--- config.mk ---
export PLATFORM = sky130hd
export DESIGN_NAME = gf180mcu_fd_sc_mcu7t5v0__andn_pipe
export DESIGN_NICKNAME = d
export VERILOG_FILES = /design/src/rtl/gf180mcu_fd_sc_mcu7t5v0__andn_pipe_pkg.sv /design/src/rtl/gf180mcu_fd_sc_mcu7t5v0__andn_pipe_stage.sv /design/src/rtl/gf180mcu_fd_sc_mcu7t5v0__andn_pipe.sv
export SDC_FILE = /design/constraint.sdc
export NUM_CORES = 1
export LEC_CHECK = 0
export BUFFER_PORTS_ARGS = -buffer_cell sky130_fd_sc_hd__buf_2
export CAP_MARGIN = 20
export CORE_AREA = 2 2 39 41
export CTS_BUF_LIST = sky130_fd_sc_hd__clkbuf_8 sky130_fd_sc_hd__clkbuf_16
export CTS_CLUSTER_SIZE = 16
export DETAILED_ROUTE_END_ITERATION = 10
export DIE_AREA = 0 0 41 43
export PLACE_DENSITY = 0.6
export SETUP_SLACK_MARGIN = 0.4
export SLEW_MARGIN = 0
export SYNTH_ARGS = -nofsm -noshare
export SYNTH_HDL_FRONTEND = slang
export SYNTH_HIERARCHICAL = 1
export SYNTH_SLANG_ARGS = --single-unit
export TNS_END_PERCENT = 1
--- constraint.sdc ---
create_clock -name CLK -period 1.06 [get_ports CLK]
set_clock_uncertainty 0.1 [all_clocks]
set_input_delay 0.106 -clock CLK [delete_from_list [all_inputs] [get_ports CLK]]
set_output_delay 0.106 -clock CLK [all_outputs]
set_load 0.05 [all_outputs]
--- src/rtl/gf180mcu_fd_sc_mcu7t5v0__andn_pipe_pkg.sv ---
// Shared constants and elaboration-time sizing helpers for the pipelined AND-reduction tree.
// Mode constants are only consumed when GF180MCU_FD_SC_MCU7T5V0__ANDN_PIPE_OR_MODE_EN is defined.
package gf180mcu_fd_sc_mcu7t5v0__andn_pipe_pkg;

   localparam logic MODE_AND = 1'b0;
   localparam logic MODE_OR  = 1'b1;

   function automatic int levels_for(input int width, input int fanin);
      int    lvl;
      longint span;
      lvl  = 1;
      span = longint'(fanin);
      while (span < longint'(width)) begin
         span = span * longint'(fanin);
         lvl  = lvl + 1;
      end
      return lvl;
   endfunction

   // Bits held by stage k: ceil(width / fanin^(k+1)).
   function automatic int stage_width(input int width, input int fanin, input int k);
      longint span;
      span = longint'(fanin);
      for (int j = 0; j < k; j++) begin
         span = span * longint'(fanin);
      end
      return int'((longint'(width) + span - 64'sd1) / span);
   endfunction

   // Offset of tree level k in the flattened bus; level 0 is the operand, level k+1 is stage k.
   function automatic int bit_offset(input int width, input int fanin, input int k);
      int off;
      off = 0;
      for (int j = 0; j < k; j++) begin
         off = off + ((j == 0) ? width : stage_width(width, fanin, j - 1));
      end
      return off;
   endfunction

endpackage

--- src/rtl/gf180mcu_fd_sc_mcu7t5v0__andn_pipe_stage.sv ---
// One tree level: grouped reduction with identity padding, data/valid registers, ready chain.
// Mode register and OR support exist only under GF180MCU_FD_SC_MCU7T5V0__ANDN_PIPE_OR_MODE_EN.
module gf180mcu_fd_sc_mcu7t5v0__andn_pipe_stage
   import gf180mcu_fd_sc_mcu7t5v0__andn_pipe_pkg::*;
#(
   parameter int IN_W  = 16,
   parameter int OUT_W = 4,
   parameter int FANIN = 4
) (
   input  logic             CLK,
   input  logic             RST,
`ifdef GF180MCU_FD_SC_MCU7T5V0__ANDN_PIPE_OR_MODE_EN
   input  logic             in_mode_i,
   output logic             mode_o,
`endif
   input  logic [IN_W-1:0]  in_data_i,
   input  logic             in_valid_i,
   input  logic             next_ready_i,
   output logic             ready_o,
   output logic [OUT_W-1:0] data_o,
   output logic             valid_o
);

   localparam int PAD_W = OUT_W * FANIN;

   logic             pad_s;
   logic [PAD_W-1:0] padded_s;
   logic [OUT_W-1:0] red_s;
   logic [OUT_W-1:0] data_d, data_q;
   logic             valid_d, valid_q;

`ifdef GF180MCU_FD_SC_MCU7T5V0__ANDN_PIPE_OR_MODE_EN
   logic mode_d, mode_q;
   assign pad_s = (in_mode_i == MODE_OR) ? 1'b0 : 1'b1;
`else
   assign pad_s = 1'b1;
`endif

   assign ready_o = ~valid_q | next_ready_i;

   // Pad the tail group with the identity element, then reduce each FANIN-wide group.
   always_comb begin
      padded_s            = {PAD_W{pad_s}};
      padded_s[IN_W-1:0]  = in_data_i;
      red_s               = '0;
      for (int g = 0; g < OUT_W; g++) begin
`ifdef GF180MCU_FD_SC_MCU7T5V0__ANDN_PIPE_OR_MODE_EN
         if (in_mode_i == MODE_OR) begin
            red_s[g] = |padded_s[g*FANIN +: FANIN];
         end else begin
            red_s[g] = &padded_s[g*FANIN +: FANIN];
         end
`else
         red_s[g] = &padded_s[g*FANIN +: FANIN];
`endif
      end
   end

   // Load from upstream whenever this stage is empty or downstream drains; otherwise hold.
   always_comb begin
      data_d  = data_q;
      valid_d = valid_q;
`ifdef GF180MCU_FD_SC_MCU7T5V0__ANDN_PIPE_OR_MODE_EN
      mode_d  = mode_q;
`endif
      if (ready_o) begin
         data_d  = red_s;
         valid_d = in_valid_i;
`ifdef GF180MCU_FD_SC_MCU7T5V0__ANDN_PIPE_OR_MODE_EN
         mode_d  = in_mode_i;
`endif
      end else begin
         data_d  = data_q;
         valid_d = valid_q;
      end
   end

   // Stage registers, cleared asynchronously.
   always_ff @(posedge CLK or posedge RST) begin
      if (RST) begin
         data_q  <= '0;
         valid_q <= 1'b0;
`ifdef GF180MCU_FD_SC_MCU7T5V0__ANDN_PIPE_OR_MODE_EN
         mode_q  <= MODE_AND;
`endif
      end else begin
         data_q  <= data_d;
         valid_q <= valid_d;
`ifdef GF180MCU_FD_SC_MCU7T5V0__ANDN_PIPE_OR_MODE_EN
         mode_q  <= mode_d;
`endif
      end
   end

   assign data_o  = data_q;
   assign valid_o = valid_q;
`ifdef GF180MCU_FD_SC_MCU7T5V0__ANDN_PIPE_OR_MODE_EN
   assign mode_o  = mode_q;
`endif

endmodule

--- src/rtl/gf180mcu_fd_sc_mcu7t5v0__andn_pipe.sv ---
// Pipelined WIDTH-input AND reduction, one register stage per FANIN-ary tree level, valid/ready.
// Optional per-transfer OR mode via GF180MCU_FD_SC_MCU7T5V0__ANDN_PIPE_OR_MODE_EN (adds MODE port).
module gf180mcu_fd_sc_mcu7t5v0__andn_pipe
   import gf180mcu_fd_sc_mcu7t5v0__andn_pipe_pkg::*;
#(
   parameter int WIDTH = 16,
   parameter int FANIN = 4
) (
`ifdef GF180MCU_FD_SC_MCU7T5V0__ANDN_PIPE_OR_MODE_EN
   input  logic             MODE,
`endif
   input  logic             CLK,
   input  logic             RST,
   input  logic [WIDTH-1:0] A,
   input  logic             IN_VALID,
   output logic             IN_READY,
   output logic             Z,
   output logic             OUT_VALID,
   input  logic             OUT_READY
);

   localparam int LEVELS  = levels_for(WIDTH, FANIN);
   localparam int TOTAL_W = bit_offset(WIDTH, FANIN, LEVELS + 1);

   // Every tree level packed back to back: operand first, single result bit last.
   logic [TOTAL_W-1:0] lvl_data_s;
   logic [LEVELS:0]    valid_s;
   logic [LEVELS:0]    ready_s;

   assign lvl_data_s[WIDTH-1:0] = A;
   assign valid_s[0]            = IN_VALID;
   assign ready_s[LEVELS]       = OUT_READY;

`ifdef GF180MCU_FD_SC_MCU7T5V0__ANDN_PIPE_OR_MODE_EN
   logic [LEVELS:0] mode_s;
   assign mode_s[0] = MODE;
`endif

   for (genvar k = 0; k < LEVELS; k++) begin : g_stage
      localparam int IW = (k == 0) ? WIDTH : stage_width(WIDTH, FANIN, k - 1);
      localparam int OW = stage_width(WIDTH, FANIN, k);
      localparam int IO = bit_offset(WIDTH, FANIN, k);
      localparam int OO = bit_offset(WIDTH, FANIN, k + 1);

      gf180mcu_fd_sc_mcu7t5v0__andn_pipe_stage #(
         .IN_W  (IW),
         .OUT_W (OW),
         .FANIN (FANIN)
      ) u_stage (
         .CLK          (CLK),
         .RST          (RST),
`ifdef GF180MCU_FD_SC_MCU7T5V0__ANDN_PIPE_OR_MODE_EN
         .in_mode_i    (mode_s[k]),
         .mode_o       (mode_s[k+1]),
`endif
         .in_data_i    (lvl_data_s[IO +: IW]),
         .in_valid_i   (valid_s[k]),
         .next_ready_i (ready_s[k+1]),
         .ready_o      (ready_s[k]),
         .data_o       (lvl_data_s[OO +: OW]),
         .valid_o      (valid_s[k+1])
      );
   end

   assign Z         = lvl_data_s[TOTAL_W-1];
   assign OUT_VALID = valid_s[LEVELS];
   assign IN_READY  = ready_s[0];

endmodule

==> metrics <==
status=finished, violations left; failing checks=negative hold slack, negative setup slack; Pins Over Slew Limit=0; Mapped Cells=29; sequential share of power=0.369; Worst setup EP type=primary output; Tightest Pin Transition=247 ps; YS warnings=6; clock root buffer=clkbuf_8; final period utilization=1.12; latest clock arrival within the worst-skew pair=230 ps; number of cell rows=14; first-pass GRT wire length=1.28 mm; reg2reg start=g_stage[1].u_stage/valid_o; Max VDD drop=0.000797 V; Netlist cell types=10; # fillers=149; P_int=596 uW; Clk pwr share=0.468; total global routing overflow=0; # DRC=0; wire per inst=10.1 um; Gate power share=0.163; unrepaired setup endpoints after global routing=true; CP top delay family=flip-flops; Critical path buffers and inverters=2; placer congestion estimate=0.713; most frequent cells in the layout=20 x buf_2, 6 x dfrtp_1, 5 x nand4_1; Hold EP=g_stage[0].u_stage/valid_o; CP peak stage delay=370 ps; critical path, cell by cell=nand2b_4 -> nor2b_4 -> inv_2 -> buf_6; TritonCTS clock tree=yes; initial antenna violation count=0; antenna violation net count after detailed routing=0; hpwl dp=558 um; startpoint type of the worst setup path=flip-flop; Hold Startpoint=IN_VALID; final setup fails=3; worst setup margin=-127 ps; switch share=0.236; io pins=23; Avg Inst Size Synth=11.1 um2; largest net degree at the start of global routing=6; Syn Std Cell Area=322 um2; drt initial violations=4; die height=43 um; CTS Buffer Depth=2; Tot Pwr=780 uW; Period minus WS final=1190 ps; hold depth=2; max-cap viol count=0; post-layout util=0.395; cells on worst reg2reg path=4; vias in the first global route=335; sequential-to-total area share from yosys stat=0.545; CTS H-tree depth=1; die area=0.00176 mm2; pwr dens=1430 mW/mm2; nets@finish=80; Crit Path Max Fanout=4; Critical Path RT=850 ps; share of layout cells above drive strength 1=0.559; drt pass-1 iters=2; Hold Crit Class=input port to flip-flop; Worst path slowest cell=dfrtp_2; Vias=332; Synth Net Count=49; CP arrival=980 ps; antenna fix cells=0; Starting Density=0.232; Pleak=0.000276 uW; Hold Buf Count CTS=1; Clock Sinks=7; Rel. slew slack=0.836; NetSw=184 uW; Area Growth Syn to Fin=70.0%; Die W=41 um; Num CTS Buffers=3; f_max=0.843 GHz; FF+latch count, synth=7; vias per std cell=4.43; flop2flop setup slack=-50 ps; clock slew at reported path FFs=40 ps; Total GRT Usage=0.117; Worst Setup Path Type=flip-flop to primary output; Final Hold Viols=1; WHS=-30.4 ps; commonest non-fill, non-tap cell in the layout=buf_2; Core ar.=0.00138 mm2; WL final=755 um; FF-to-FF End=g_stage[0].u_stage/valid_o; number of port buffers=22
-- metrics by stage --
step	TNS (ps)	setup slack, ps	area, um2	cells
final	-187	-127	547	75
after detailed placement	0	7.17	468	69
after global placement	0	19.0	468	69
after floorplan	-312	-158	323	29
after CTS	-203	-133	543	75
after global routing	-318	-179	547	75
-- state kept, by name (all words and copies together) (netlist names) --
name and count:
g_stage.u_stage/valid_o 2, g_stage.u_stage/data_o 5
-- Yosys cell counts --
cell / number / share of area
nand2b_1: 1 / 0.019
mux2i_1: 1 / 0.031
o21ai_0: 4 / 0.062
nand2b_4: 1 / 0.043
dfrtp_1: 7 / 0.54
nand3b_1: 4 / 0.093
nor2b_4: 1 / 0.043
inv_1: 4 / 0.047
nand4_1: 5 / 0.097
or2_1: 1 / 0.019
-- cells by family (layout without fill, tap and decap cells) --
logic type,count (synthesis),after routing,share of synthesized area
flip-flops,7,7,0.545
multiplexers,1,1,0.0311
AO/OA/AOI/OAI,4,4,0.0623
buffers and inverters,4,34,0.0467
AND/OR/NAND/NOR,13,13,0.315
-- worst max path at each step --
stage | start | endpoint | slack, ps | depth (start not counted)
6_report | g_stage[1].u_stage/valid_o | IN_READY | -130 | 4
5_1_grt | g_stage[1].u_stage/valid_o | IN_READY | -180 | 4
4_1_cts | g_stage[1].u_stage/valid_o | IN_READY | -130 | 4
3_5_place_dp | g_stage[1].u_stage/valid_o | IN_READY | 7 | 4
3_3_place_gp | g_stage[1].u_stage/valid_o | IN_READY | 20 | 4
2_1_floorplan | g_stage[1].u_stage/valid_o | IN_READY | -160 | 3
-- power by group through the flow --
stage | Clock, uW | Combinational [uW] | Sequential (uW)
2_1_floorplan | 0 | 45.5 | 303
3_3_place_gp | 0 | 111 | 291
3_5_place_dp | 0 | 113 | 291
4_1_cts | 375 | 126 | 288
5_1_grt | 402 | 139 | 289
6_report | 365 | 127 | 288
-- worst register-to-register path: stages (launching register included) --
cell,delay (ps)
dfrtp_2,410
nand2b_4,100
nor2b_4,50
buf_4,140
or2_1,200
-- metal layers --
layer,global-route usage,vias up,routed length [um]
met2,0.178,18,358
met5,0,-,0
met1,0.105,151,286
li1,-,161,-
met4,0.0600,0,10
met3,0.0942,2,100
-- timing repair --
action                     4_1_cts  5_1_grt
setup buffers                    1        0
pin swaps                        0        0
gates resized for setup          5        4
hold endpoints to repair         8        1
setup endpoints to repair       10       15
-- area by class of cell --
cell class	count	area (um2)	area share
flip-flops and latches	7	176	0.323
repair buffers	26	155	0.284
multi-input cells	18	131	0.240
clock buffers	3	41.3	0.0755
well taps	16	20.0	0.0366
inverters	4	18.8	0.0343
clock inverters	1	3.75	0.00686
Note: power is estimated with default switching activity, not from simulation.
